[src/rtl/elev_pkg.sv]
// -----------------------------------------------------------------------------
// elev_pkg
// Definitions shared by the elevator core, the controller and the door
// sequencer: the door state encoding, default door timing constants, the
// door output bundle and a helper that maps a door state onto that bundle.
// No ports (package).
// -----------------------------------------------------------------------------
package elev_pkg;

   // Default door timing, in clock cycles. The core/controller import these
   // so they can reason about door service time without duplicating numbers.
   localparam int DOOR_CNT_W_DEF       = 8;
   localparam int DWELL_CYCLES_DEF     = 50;
   localparam int MOVE_TIMEOUT_DEF     = 20;
   localparam int MAX_REOPEN_DEF       = 3;

   typedef enum logic [2:0] {
      DOOR_CLOSED     = 3'd0,
      DOOR_OPENING    = 3'd1,
      DOOR_OPEN_DWELL = 3'd2,
      DOOR_CLOSING    = 3'd3,
      DOOR_FAULT      = 3'd4
   } door_state_e;

   // Registered door outputs, kept together so they update as one word.
   typedef struct packed {
      logic motor_open;
      logic motor_close;
      logic door_closed;
      logic clear_req;
      logic fault;
   } door_out_t;

   // Output word held while in reset: door reported closed, everything else off.
   localparam door_out_t DOOR_OUT_RESET = '{
      motor_open:  1'b0,
      motor_close: 1'b0,
      door_closed: 1'b1,
      clear_req:   1'b0,
      fault:       1'b0
   };

   // Outputs are a pure function of the state being entered, so the two motor
   // drives can never be active together: each belongs to a different state.
   function automatic door_out_t door_out_for(input door_state_e st,
                                              input logic        clr_pulse);
      door_out_t o;
      o             = '0;
      o.motor_open  = (st == DOOR_OPENING);
      o.motor_close = (st == DOOR_CLOSING);
      o.door_closed = (st == DOOR_CLOSED);
      o.fault       = (st == DOOR_FAULT);
      o.clear_req   = clr_pulse;
      return o;
   endfunction

endpackage : elev_pkg

[src/rtl/door_timer.sv]
// -----------------------------------------------------------------------------
// door_timer
// Loadable saturating up-counter shared by the door sequencer for both the
// motion timeout and the open dwell. Priority: clr > load > inc; with none of
// them asserted the count holds. The counter stops at all-ones rather than
// wrapping, so a stuck terminal compare can never be skipped past.
// Ports:
//   clk      in  1      clock, rising edge
//   rst_n    in  1      asynchronous active-low reset (count -> 0)
//   clr      in  1      synchronous clear to 0
//   load     in  1      synchronous load of load_val
//   load_val in  CNT_W  value loaded when load=1
//   inc      in  1      count up by one (saturating)
//   tc_val   in  CNT_W  terminal-count compare value
//   tc_hit   out 1      count == tc_val (combinational from the register)
// -----------------------------------------------------------------------------
module door_timer #(
   parameter int CNT_W = 8
) (
   input  logic             clk,
   input  logic             rst_n,
   input  logic             clr,
   input  logic             load,
   input  logic [CNT_W-1:0] load_val,
   input  logic             inc,
   input  logic [CNT_W-1:0] tc_val,
   output logic             tc_hit
);

   logic [CNT_W-1:0] count_q;
   logic [CNT_W-1:0] count_d;

   always_comb begin
      count_d = count_q;
      if (clr) begin
         count_d = '0;
      end else if (load) begin
         count_d = load_val;
      end else if (inc && (count_q != '1)) begin
         count_d = count_q + 1'b1;
      end
   end

   always_ff @(posedge clk or negedge rst_n) begin
      if (!rst_n) begin
         count_q <= '0;
      end else begin
         count_q <= count_d;
      end
   end

   assign tc_hit = (count_q == tc_val);

endmodule : door_timer

[src/rtl/door_sequencer.sv]
// -----------------------------------------------------------------------------
// door_sequencer
// Turns the controller's open_door request into timed door-motor commands:
// open until the open limit, dwell, close until the closed limit, reopen on
// obstruction (bounded by MAX_REOPEN), and latch a fault on timeout, on too
// many reopens, or on both limit switches reading active together.
// A one-cycle clear_req marks the moment the door reaches fully open so the
// controller can drop the latched calls for this floor.
// Ports:
//   clk              in  1  system clock, rising edge
//   reset            in  1  asynchronous active-low reset
//   open_door        in  1  service request for the current floor (level)
//   stop             in  1  car motor stopped; opening only allowed when 1
//   obstruct         in  1  light-curtain obstruction
//   hold_btn         in  1  in-car door-open button
//   lim_open         in  1  fully-open limit switch
//   lim_closed       in  1  fully-closed limit switch
//   door_motor_open  out 1  drive door toward open
//   door_motor_close out 1  drive door toward closed
//   door_closed      out 1  door closed and idle; car may move
//   clear_req        out 1  one-cycle pulse on reaching fully open
//   fault            out 1  sticky fault, cleared only by reset
// -----------------------------------------------------------------------------
module door_sequencer
   import elev_pkg::*;
#(
   parameter int CNT_W        = DOOR_CNT_W_DEF,
   parameter int DWELL_CYCLES = DWELL_CYCLES_DEF,
   parameter int MOVE_TIMEOUT = MOVE_TIMEOUT_DEF,
   parameter int MAX_REOPEN   = MAX_REOPEN_DEF
) (
   input  logic clk,
   input  logic reset,
   input  logic open_door,
   input  logic stop,
   input  logic obstruct,
   input  logic hold_btn,
   input  logic lim_open,
   input  logic lim_closed,
   output logic door_motor_open,
   output logic door_motor_close,
   output logic door_closed,
   output logic clear_req,
   output logic fault
);

   localparam int RW = (MAX_REOPEN < 1) ? 1 : $clog2(MAX_REOPEN + 1);

   localparam logic [CNT_W-1:0] MOVE_TC  = CNT_W'(MOVE_TIMEOUT - 1);
   localparam logic [CNT_W-1:0] DWELL_TC = CNT_W'(DWELL_CYCLES - 1);
   localparam logic [RW-1:0]    REOPEN_MAX = RW'(MAX_REOPEN);

   door_state_e      state_q;
   door_state_e      state_d;
   logic [RW-1:0]    reopen_q;
   logic [RW-1:0]    reopen_d;
   door_out_t        outs_q;
   door_out_t        outs_d;

   logic             tmr_clr;
   logic             tmr_inc;
   logic [CNT_W-1:0] tmr_tc_val;
   logic             tmr_tc_hit;
   logic             clear_pulse;

   logic             sensor_err;
   logic             door_blocked;

   // Both limits active at once is physically impossible; treat as a broken sensor.
   assign sensor_err   = lim_open & lim_closed;
   // The light curtain and the door-open button have the same effect everywhere.
   assign door_blocked = obstruct | hold_btn;

   door_timer #(
      .CNT_W (CNT_W)
   ) u_timer (
      .clk      (clk),
      .rst_n    (reset),
      .clr      (tmr_clr),
      .load     (1'b0),
      .load_val ('0),
      .inc      (tmr_inc),
      .tc_val   (tmr_tc_val),
      .tc_hit   (tmr_tc_hit)
   );

   // ---------------------------------------------------------------------------
   // Next-state logic. The timer is cleared on every state change so each
   // state starts counting from 0; the cycle where the count equals the
   // terminal value is the last cycle spent in that state.
   // ---------------------------------------------------------------------------
   always_comb begin
      state_d     = state_q;
      reopen_d    = reopen_q;
      tmr_clr     = 1'b0;
      tmr_inc     = 1'b0;
      tmr_tc_val  = '0;
      clear_pulse = 1'b0;

      case (state_q)
         DOOR_CLOSED: begin
            tmr_clr = 1'b1;
            if (sensor_err) begin
               state_d = DOOR_FAULT;
            end else if (open_door && stop) begin
               // A still-asserted open_door after closing lands here too and
               // reopens on the next cycle (call re-latched at this floor).
               state_d = DOOR_OPENING;
            end
         end

         DOOR_OPENING: begin
            tmr_tc_val = MOVE_TC;
            if (sensor_err) begin
               state_d = DOOR_FAULT;
               tmr_clr = 1'b1;
            end else if (lim_open) begin
               state_d     = DOOR_OPEN_DWELL;
               tmr_clr     = 1'b1;
               clear_pulse = 1'b1;
            end else if (tmr_tc_hit) begin
               state_d = DOOR_FAULT;
               tmr_clr = 1'b1;
            end else begin
               tmr_inc = 1'b1;
            end
         end

         DOOR_OPEN_DWELL: begin
            tmr_tc_val = DWELL_TC;
            if (sensor_err) begin
               state_d = DOOR_FAULT;
               tmr_clr = 1'b1;
            end else if (door_blocked) begin
               // Restart the dwell from zero for as long as the door is blocked.
               tmr_clr = 1'b1;
            end else if (tmr_tc_hit) begin
               state_d = DOOR_CLOSING;
               tmr_clr = 1'b1;
            end else begin
               tmr_inc = 1'b1;
            end
         end

         DOOR_CLOSING: begin
            tmr_tc_val = MOVE_TC;
            if (sensor_err) begin
               state_d = DOOR_FAULT;
               tmr_clr = 1'b1;
            end else if (door_blocked) begin
               // Checked before lim_closed: a blocked doorway must never be
               // reported as closed even if the switch trips in the same cycle.
               tmr_clr = 1'b1;
               if (reopen_q == REOPEN_MAX) begin
                  state_d = DOOR_FAULT;
               end else begin
                  state_d  = DOOR_OPENING;
                  reopen_d = reopen_q + 1'b1;
               end
            end else if (lim_closed) begin
               state_d  = DOOR_CLOSED;
               reopen_d = '0;
               tmr_clr  = 1'b1;
            end else if (tmr_tc_hit) begin
               state_d = DOOR_FAULT;
               tmr_clr = 1'b1;
            end else begin
               tmr_inc = 1'b1;
            end
         end

         DOOR_FAULT: begin
            // Absorbing: only reset leaves this state.
            tmr_clr = 1'b1;
         end

         default: begin
            state_d = DOOR_FAULT;
            tmr_clr = 1'b1;
         end
      endcase
   end

   // Outputs are registered from the state being entered, so they change on
   // the same edge as the state itself.
   always_comb begin
      outs_d = door_out_for(state_d, clear_pulse);
   end

   always_ff @(posedge clk or negedge reset) begin
      if (!reset) begin
         state_q  <= DOOR_CLOSED;
         reopen_q <= '0;
         outs_q   <= DOOR_OUT_RESET;
      end else begin
         state_q  <= state_d;
         reopen_q <= reopen_d;
         outs_q   <= outs_d;
      end
   end

   assign door_motor_open  = outs_q.motor_open;
   assign door_motor_close = outs_q.motor_close;
   assign door_closed      = outs_q.door_closed;
   assign clear_req        = outs_q.clear_req;
   assign fault            = outs_q.fault;

endmodule : door_sequencer

[config.mk]
export PLATFORM = sky130hd
export DESIGN_NAME = door_sequencer
export DESIGN_NICKNAME = d
export VERILOG_FILES = /design/src/rtl/elev_pkg.sv /design/src/rtl/door_timer.sv /design/src/rtl/door_sequencer.sv
export SDC_FILE = /design/constraint.sdc
export NUM_CORES = 1
export LEC_CHECK = 0
export CAP_MARGIN = 20
export CORE_MARGIN = 5
export CORE_UTILIZATION = 48
export DETAILED_ROUTE_END_ITERATION = 8
export PLACE_DENSITY = 0.74
export SKIP_LAST_GASP = 1
export SLEW_MARGIN = 20
export SYNTH_ARGS = -nofsm -noshare
export SYNTH_HDL_FRONTEND = slang
export SYNTH_SLANG_ARGS = --single-unit
[constraint.sdc]
create_clock -name clk -period 1.6 [get_ports clk]
set_input_delay 0.48 -clock clk [delete_from_list [all_inputs] [get_ports clk]]
set_output_delay 0.48 -clock clk [all_outputs]
set_load 0.01 [all_outputs]
# [Word level (Yosys, flattened, before mapping)]
# Cells that the tools add are included.
[classes] n_mux=40 reduce_logical=8 eq_ne=11 addsub=2 bitwise=3
[op_table] operator="$mux 3" n=12
[op_table] operator="$mux 1" n=19
[op_table] operator="$mux 8" n=2
[op_table] operator="$pmux 3 s5" n=1
[op_table] operator="$pmux 6 s2" n=1
[op_table] operator="$eq 3x2->1 const B" n=3
[op_table] operator="$add 8x1->8 const B" n=1
[op_table] operator="$eq 8x6->1" n=1
[op_table] operator="$ne 8x8->1 const B" n=1
[op_table] operator="$eq 3x1->1 const B" n=2
[op_table] operator="$eq 3x3->1 const B" n=2
[op_table] operator="$logic_not 3->1" n=2
[op_table] operator="$mux 2" n=3
[op_table] operator="$pmux 1 s3" n=2
[op_table] operator="$reduce_and 4->1" n=1
[op_table] operator="$reduce_bool 2->1" n=2
[op_table] operator="$add 2x1->2 const B" n=1
[op_table] operator="$eq 2x2->1 const B" n=1
[op_table] operator="$logic_and 1x1->1" n=2
[op_table] operator="$ne 2x2->1 const B" n=1
[op_table] operator="$reduce_or 2->1" n=1
[op_table] operator="$and 1x1->1" n=1
[op_table] operator="$not 1->1" n=1
[op_table] operator="$or 1x1->1" n=1
[totals] register_bits=18 input_bits=8 elab_cells=72

# [Depth between registers and ports, before layout]
# Gate-level depths: netlist of run 1.
[logic_depth] ltp_word=12 ltp_mapped=6 mapped_depth_nobuf=6

# [By module]
# From an unflattened synthesis of run 1, not the netlist that was laid out.
[unflattened] hier_cells=141 area_unflattened_um2=1290.0
[by_module_without_submodules] module="door_timer" instances=1 seq_area_each_um2=200.2 area_per_inst_um2=708.2 cells_each=80
[by_module_without_submodules] module="door_sequencer" instances=1 seq_area_each_um2=251.5 area_per_inst_um2=581.8 cells_each=61

# [Worst setup path after synthesis of run 1]
# Ideal clock, no wire load.
[synth_path] kind="register to register" start="reg u_timer.count_q[5]" end="reg outs_q (netlist bit door_motor_close)" path_buffers=1 path_stages_with_launch=7 arrival_time_ns=1.568 period_less_slack_ns=1.687 setup_slack_ns=-0.087 setup_ns=0.119 required_time_ns=1.481 path_cell_list="dfrtp_1 -> buf_6 -> nand2b_1 -> a211o_1 -> a21o_1 -> a221o_1 -> and2_1"
[synth_lines] element="start, declared" line_no="door_timer.sv:30" text="logic [CNT_W-1:0] count_q;"
[synth_lines] element="start signal, assigned" line_no="door_timer.sv:48" text="count_q <= count_d;"
[synth_lines] element="end signal, assigned" line_no="door_sequencer.sv:198" text="outs_q <= outs_d;"
[synth_lines] element="end, declared" line_no="door_sequencer.sv:57" text="door_out_t outs_q;"

==> flow_summary.ini, run 1 <==
[critical_path]
crit_type = reg -> reg
critical-path-top-delay-family = compound AO/OA/AOI/OAI gates
max_stage_delay_ps = 420
startpoint_type = flip-flop
cp_data_required_time_ps = 1800
path_cells = nand2b_1 > a211o_1 > a21o_1 > a221o_1 > and2_1
crit_buf_inv = 0
ff2ff_setup_slack_ps = -120
reg2reg_depth = 5
crit_fanout = 4
cp_slowest_cell = dfrtp_1
endpoint_kind = flip-flop
worstPathArrival_ps = 1910
worst-path-stages = 5

[synth]
yosysSeqAreaShare_pct = 45.0
synth_area_leaders = dfrtp_1 42%, nor2_1 6.0%, o21ai_0 3.5%
synthArstFlopShare_pct = 100
synth_top_area_share_pct = 42.4
synth_top_cell_by_area = dfrtp_1
avgSynthCellArea_sq_um = 9.38
ys_seq_elements = 18
synth_ff_type = dfrtp_1
netlist_area_sq_um = 1000
synth_cells = 107
syn_nets = 117
ys_types = 36
synth_edf_count = 0
synth_warnings = 0

[sta]
worst_slack_ps = -116
finalCritPeriodShare_pct = 107
fin_skew_ps = 2.71
max_clock_freq_mhz = 583
finalSetupViolCount = 4
finalMaxSlewViolations = 0
rsz0062_at_grt = yes
slew_headroom_pct = 79.8
tns_ps = -410
worst_pin_slew_ps = 302
min_period_ps = 1720
finalHoldViolations = 0
hold_ws_ps = 505

[cts]
cts_max_path_buffers = 2
clock_sinks = 18
cts_root_buffer = clkbuf_4
cts_htree_levels = 1
cts_made_buffers = 3
worstSkewPairLatency_ps = 300
cts_tree = yes
cts.clk_slew.worst_paths_ps = 100

[routing]
drt_iter0_drc = 32
num_vias = 1058
met3_length_microns = 214
firstDrtPassIters = 4
postRouteAntennaNets = 0
top_layer_used = met4
routedWlPerCell_microns = 16.0
drc = 0
wl_microns = 2960
wl_met1_microns = 1240
vias_per_cell = 5.72
wl_met2_microns = 1440

[global_route]
grt_pass1_vias = 930
overflow = 0
antenna_found_initial = 0
grt_pass1_wl_microns = 4260
grtUsageTotal_pct = 17.4
grt_max_degree = 19

[cells_and_area]
layout_commonest_cell = buf_4
area_delta_synth_final_pct = 55.0
diodes = 0
mostFrequentLayoutCells = 35 x buf_4, 16 x dfrtp_1, 13 x nor2_1, 6 x nand3_1
final_cells = 185
layout.nets = 169
drive_gt1_share_pct = 39.9

[die]
die_x_microns = 55.7
rows = 16
core_area_sq_um = 1980
fp.dieArea_sq_um = 3100
start_util_pct = 50.6
chipHeight_microns = 55.7
io_pins = 13

[pwr]
p_leak_nw = 0.705
p_per_area_nw_per_um2 = 545
vdd_ir_drop_max_v = 0.000461

[place]
hpwlAfterDp_microns = 1940
io_buffers = 12
dp.cells = 174
place_congestion = 0.853

[worst_hold_path]
hp-class = in -> async

[status]
outcome = complete, but fails checks
violations = setup timing

[run]
maxCapViolations = 0
==> synthesized netlist by cell type (3+ instances only) <==
| cell type | instances |
|---|---|
| and2_1 | 4 |
| a211oi_1 | 3 |
| and3_1 | 4 |
| o21ai_0 | 7 |
| nand2_1 | 5 |
| a21oi_1 | 3 |
| nor2_1 | 16 |
| nand2b_1 | 4 |
| dfrtp_1 | 17 |
| nand3_1 | 6 |
| nor2b_1 | 4 |
| mux2i_1 | 3 |
==> metrics by stage <==
| stage | util (%) | setup slack, ps | total power (W) | cell area, sq um |
|---|---|---|---|---|
| 4_1_cts | 72.2 | -84.8 | 0.000851 | 1430 |
| 3_3_place_gp | 68.9 | -481 | 0.000565 | 1370 |
| 6_report | 78.5 | -116 | 0.000847 | 1560 |
| 3_5_place_dp | 68.9 | -616 | 0.000571 | 1370 |
| 5_1_grt | 78.5 | -145 | 0.000900 | 1560 |
| 2_1_floorplan | - | -43.5 | 0.000514 | 1000 |
==> layer usage <==
metal	vias up	global-route usage (%)
li1	501	-
met1	502	23.6
met2	47	25.3
met3	8	3.94
met4	0	9.72
met5	-	0
==> layout make-up <==
class	count	area, sq um
well taps	27	33.8
flip-flops and latches	18	453
fillers	115	427
repair buffers	49	405
clock buffers	4	36.3
multi-input cells	87	627
==> flip-flops by register name (all words and copies together) (netlist names) <==
| register | count |
|---|---|
| state_q | 3 |
| fault | 1 |
| u_timer.count_q | 8 |
| door_motor_open | 1 |
| reopen_q | 2 |
| door_closed | 1 |
| door_motor_close | 1 |
| clear_req | 1 |
==> path summary, 6_finish.rpt <==
| path | startpoint | end |
|---|---|---|
| setup reg to reg | u_timer.count_q[5]$_DFFE_PN0P_ | door_motor_close$_DFF_PN0_ |
| hold / removal | reset | u_timer.count_q[6]$_DFFE_PN0P_ |
| max in group asynchronous | reset | door_closed$_DFF_PN1_ |
| setup / recovery | u_timer.count_q[5]$_DFFE_PN0P_ | door_motor_close$_DFF_PN0_ |
| hold reg to reg | reopen_q[1]$_DFFE_PN0P_ | reopen_q[1]$_DFFE_PN0P_ |
| min in group clk | reopen_q[1]$_DFFE_PN0P_ | reopen_q[1]$_DFFE_PN0P_ |
==> where the power goes <==
| part | total (W) | internal [W] | switching (W) | leakage (nW) |
|---|---|---|---|---|
| registers | 0.000476 | 0.000467 | 0.00000855 | 0.232 |
| clock network | 0.000281 | 0.000139 | 0.000142 | 0.0210 |
| logic | 0.0000910 | 0.0000482 | 0.0000428 | 0.452 |
| total | 0.000847 | 0.000654 | 0.000193 | 0.705 |
==> kinds of logic (layout without fill, tap and decap cells) <==
| group | after synthesis | after routing | synth area share [%] |
|---|---|---|---|
| AOI/OAI and AO/OA | 25 | 25 | 17.3 |
| adders and majority gates | 2 | 2 | 2.49 |
| xor gates and xnor gates | 2 | 2 | 1.75 |
| buffers and inverters | 2 | 53 | 1.62 |
| and+or+nand+nor | 55 | 55 | 28.8 |
| DFF | 18 | 18 | 45.0 |
| muxes | 3 | 3 | 2.99 |
==> timing repair <==
| action | 4_1_cts | 5_1_grt |
|---|---|---|
| endpoints found under the setup margin | 20 | 17 |
| hold buffers | 0 | 0 |
| resized for setup | 15 | 21 |
| cloned | 0 | 0 |
| pin swaps | 3 | 8 |
| setup buffers | 0 | 7 |
Power figures use the tool's default switching activity.
==> run 2: changes to the inputs <==
CORE_ASPECT_RATIO = 1.25   (was unset)
==> run 2 against run 1 <==
- the run still ends with setup timing left
- global-route usage increased by 1.1 points
- final cell count decreased by 7.0%
- routed wire length decreased by 15%
- core utilization decreased by 5.2 points
- power decreased by 5.5%
- register-to-register slack improved by 40 ps
- clock power decreased by 16%
- first-iteration DRC count decreased by 22%
- sequential power about the same
- combinational power decreased by 3.0%
- die area increased by 0.19%
- critical path depth increased by 1
- critical path type unchanged
- critical endpoint is now door_motor_open$_DFF_PN0_
==> flow_summary.ini, run 2 (same netlist as run 1, synthesis figures left out) <==
[cells_and_area]
mostFrequentLayoutCells = 31 x buf_4, 16 x dfrtp_1, 13 x nor2_1, 9 x dlygate4sd2_1, 6 x nand3_1
largest_reg_flops = 8
diodes = 0
n_fill_cell = 161
regArea_sq_um = 453
regMostFlops = u_timer.count_q
layout.nets = 163
drive_gt1_share_pct = 34.2
utilization_pct = 73.3
layout_commonest_cell = buf_4
multi_input_area_sq_um = 607
area_delta_synth_final_pct = 44.8
reg_top3 = u_timer.count_q x8, state_q x3, reopen_q x2
final_cells = 172

[die]
rows = 18
start_util_pct = 50.6
io_pins = 13
die_x_microns = 50.9
core_area_sq_um = 1980
chipHeight_microns = 61.1
fp.dieArea_sq_um = 3110

[cts]
cts_tree = yes
cts_made_buffers = 3
cts_root_buffer = clkbuf_4
postCtsHoldBufs = 0
cts_htree_levels = 1
worstSkewPairLatency_ps = 300
clock_sinks = 18
cts.clk_slew.worst_paths_ps = 100
cts_max_path_buffers = 2

[pwr]
vdd_ir_drop_max_v = 0.000512
switching_share_pct = 23.8
pwr-share-clk_pct = 29.5
netSwitchingPower_w = 0.000190
internal_power_w = 0.000610
combPwrFrac_pct = 11.0
pwr-share-seq_pct = 59.5
total_power_w = 0.000800
p_per_area_nw_per_um2 = 551
p_leak_nw = 0.653

[run]
maxCapViolations = 0

[sta]
max_clock_freq_mhz = 596
finalCritPeriodShare_pct = 105
tns_ps = -270
worst_pin_slew_ps = 412
finalSetupViolCount = 5
finalMaxSlewViolations = 0
worst_slack_ps = -76.9
rsz0062_at_grt = yes
slew_headroom_pct = 72.2
finalHoldViolations = 0
fin_skew_ps = 6.38
min_period_ps = 1680

[place]
place_congestion = 0.932
hpwlAfterDp_microns = 1860
io_buffers = 12
dp.cells = 166

[global_route]
grtUsageTotal_pct = 18.5
grt_pass1_wl_microns = 4280
antenna_found_initial = 0
overflow = 0
grt_pass1_vias = 958
grt_max_degree = 19

[routing]
drc = 0
postRouteAntennaNets = 0
routedWlPerCell_microns = 14.7
vias_per_cell = 5.78
wl_microns = 2520
drt_iter0_drc = 25
num_vias = 995
firstDrtPassIters = 4

[worst_hold_path]
hp-class = in -> async

[critical_path]
endpoint_kind = flip-flop
startpoint_type = flip-flop
ff2ff_setup_slack_ps = -80
crit_type = reg -> reg
crit_fanout = 4
cp_data_required_time_ps = 1790
worstPathArrival_ps = 1860

[status]
violations = setup timing
outcome = complete, but fails checks
[run 2: layer usage]
metal | routed length, microns | share of wire, % | global-route usage, % | vias up
met5 | 0 | 0 | 0 | -
met4 | 40 | 1.6 | 7.66 | 0
met3 | 116 | 4.6 | 3.15 | 5
met2 | 1240 | 49 | 30.7 | 24
met1 | 1120 | 45 | 24.0 | 482
li1 | - | - | - | 484
[run 2: worst paths after layout]
path                                           startpoint                              to  cells after the start
max                        u_timer.count_q[7]$_DFFE_PN0P_       door_motor_open$_DFF_PN0_                      6
min                                                 reset  u_timer.count_q[3]$_DFFE_PN0P_                      2
max reg2reg                u_timer.count_q[7]$_DFFE_PN0P_       door_motor_open$_DFF_PN0_                      6
min reg2reg                       reopen_q[1]$_DFFE_PN0P_         reopen_q[1]$_DFFE_PN0P_                      2
max in group asynchronous                           reset           door_closed$_DFF_PN1_                      2
min in group clk                  reopen_q[1]$_DFFE_PN0P_         reopen_q[1]$_DFFE_PN0P_                      2
[run 2: final cells by class]
cell class | instances | share of cell area (%)
sequential | 18 | 31.2
multi-input combinational | 87 | 41.8
timing repair buffer | 43 | 23.5
clock buffer | 4 | 1.81
tap | 20 | 1.72
[run 2: worst max-delay path, stage by stage, from the launching register on]
cell and delay [ps]:
dfrtp_1 410, nor4_2 300, buf_4 160, nand2_1 40
a21o_1 170, a221o_1 360, nor2b_1 140
[run 2: power groups by stage]
stage	combinational (W)	clock, W	sequential (W)
2_1_floorplan	0.0000313	0	0.000483
3_3_place_gp	0.0000816	0	0.000484
5_1_grt	0.0000971	0.000256	0.000478
6_report	0.0000883	0.000236	0.000476
3_5_place_dp	0.0000857	0	0.000485
4_1_cts	0.0000875	0.000235	0.000477
[run 2: through the flow]
stage	hold WS, ps	instance area [sq um]	setup slack (ps)
5_1_grt	521	1450	-176
3_3_place_gp	538	1350	-475
4_1_cts	504	1430	-86.8
3_5_place_dp	554	1350	-564
6_report	492	1450	-76.9
2_1_floorplan	184	1000	-43.5
[run 2: what timing repair did]
| action | 4_1_cts | 5_1_grt |
|---|---|---|
| endpoints found under the setup margin | 21 | 14 |
| pin swaps | 4 | 4 |
| resized for setup | 23 | 4 |
| setup buffers | 0 | 2 |
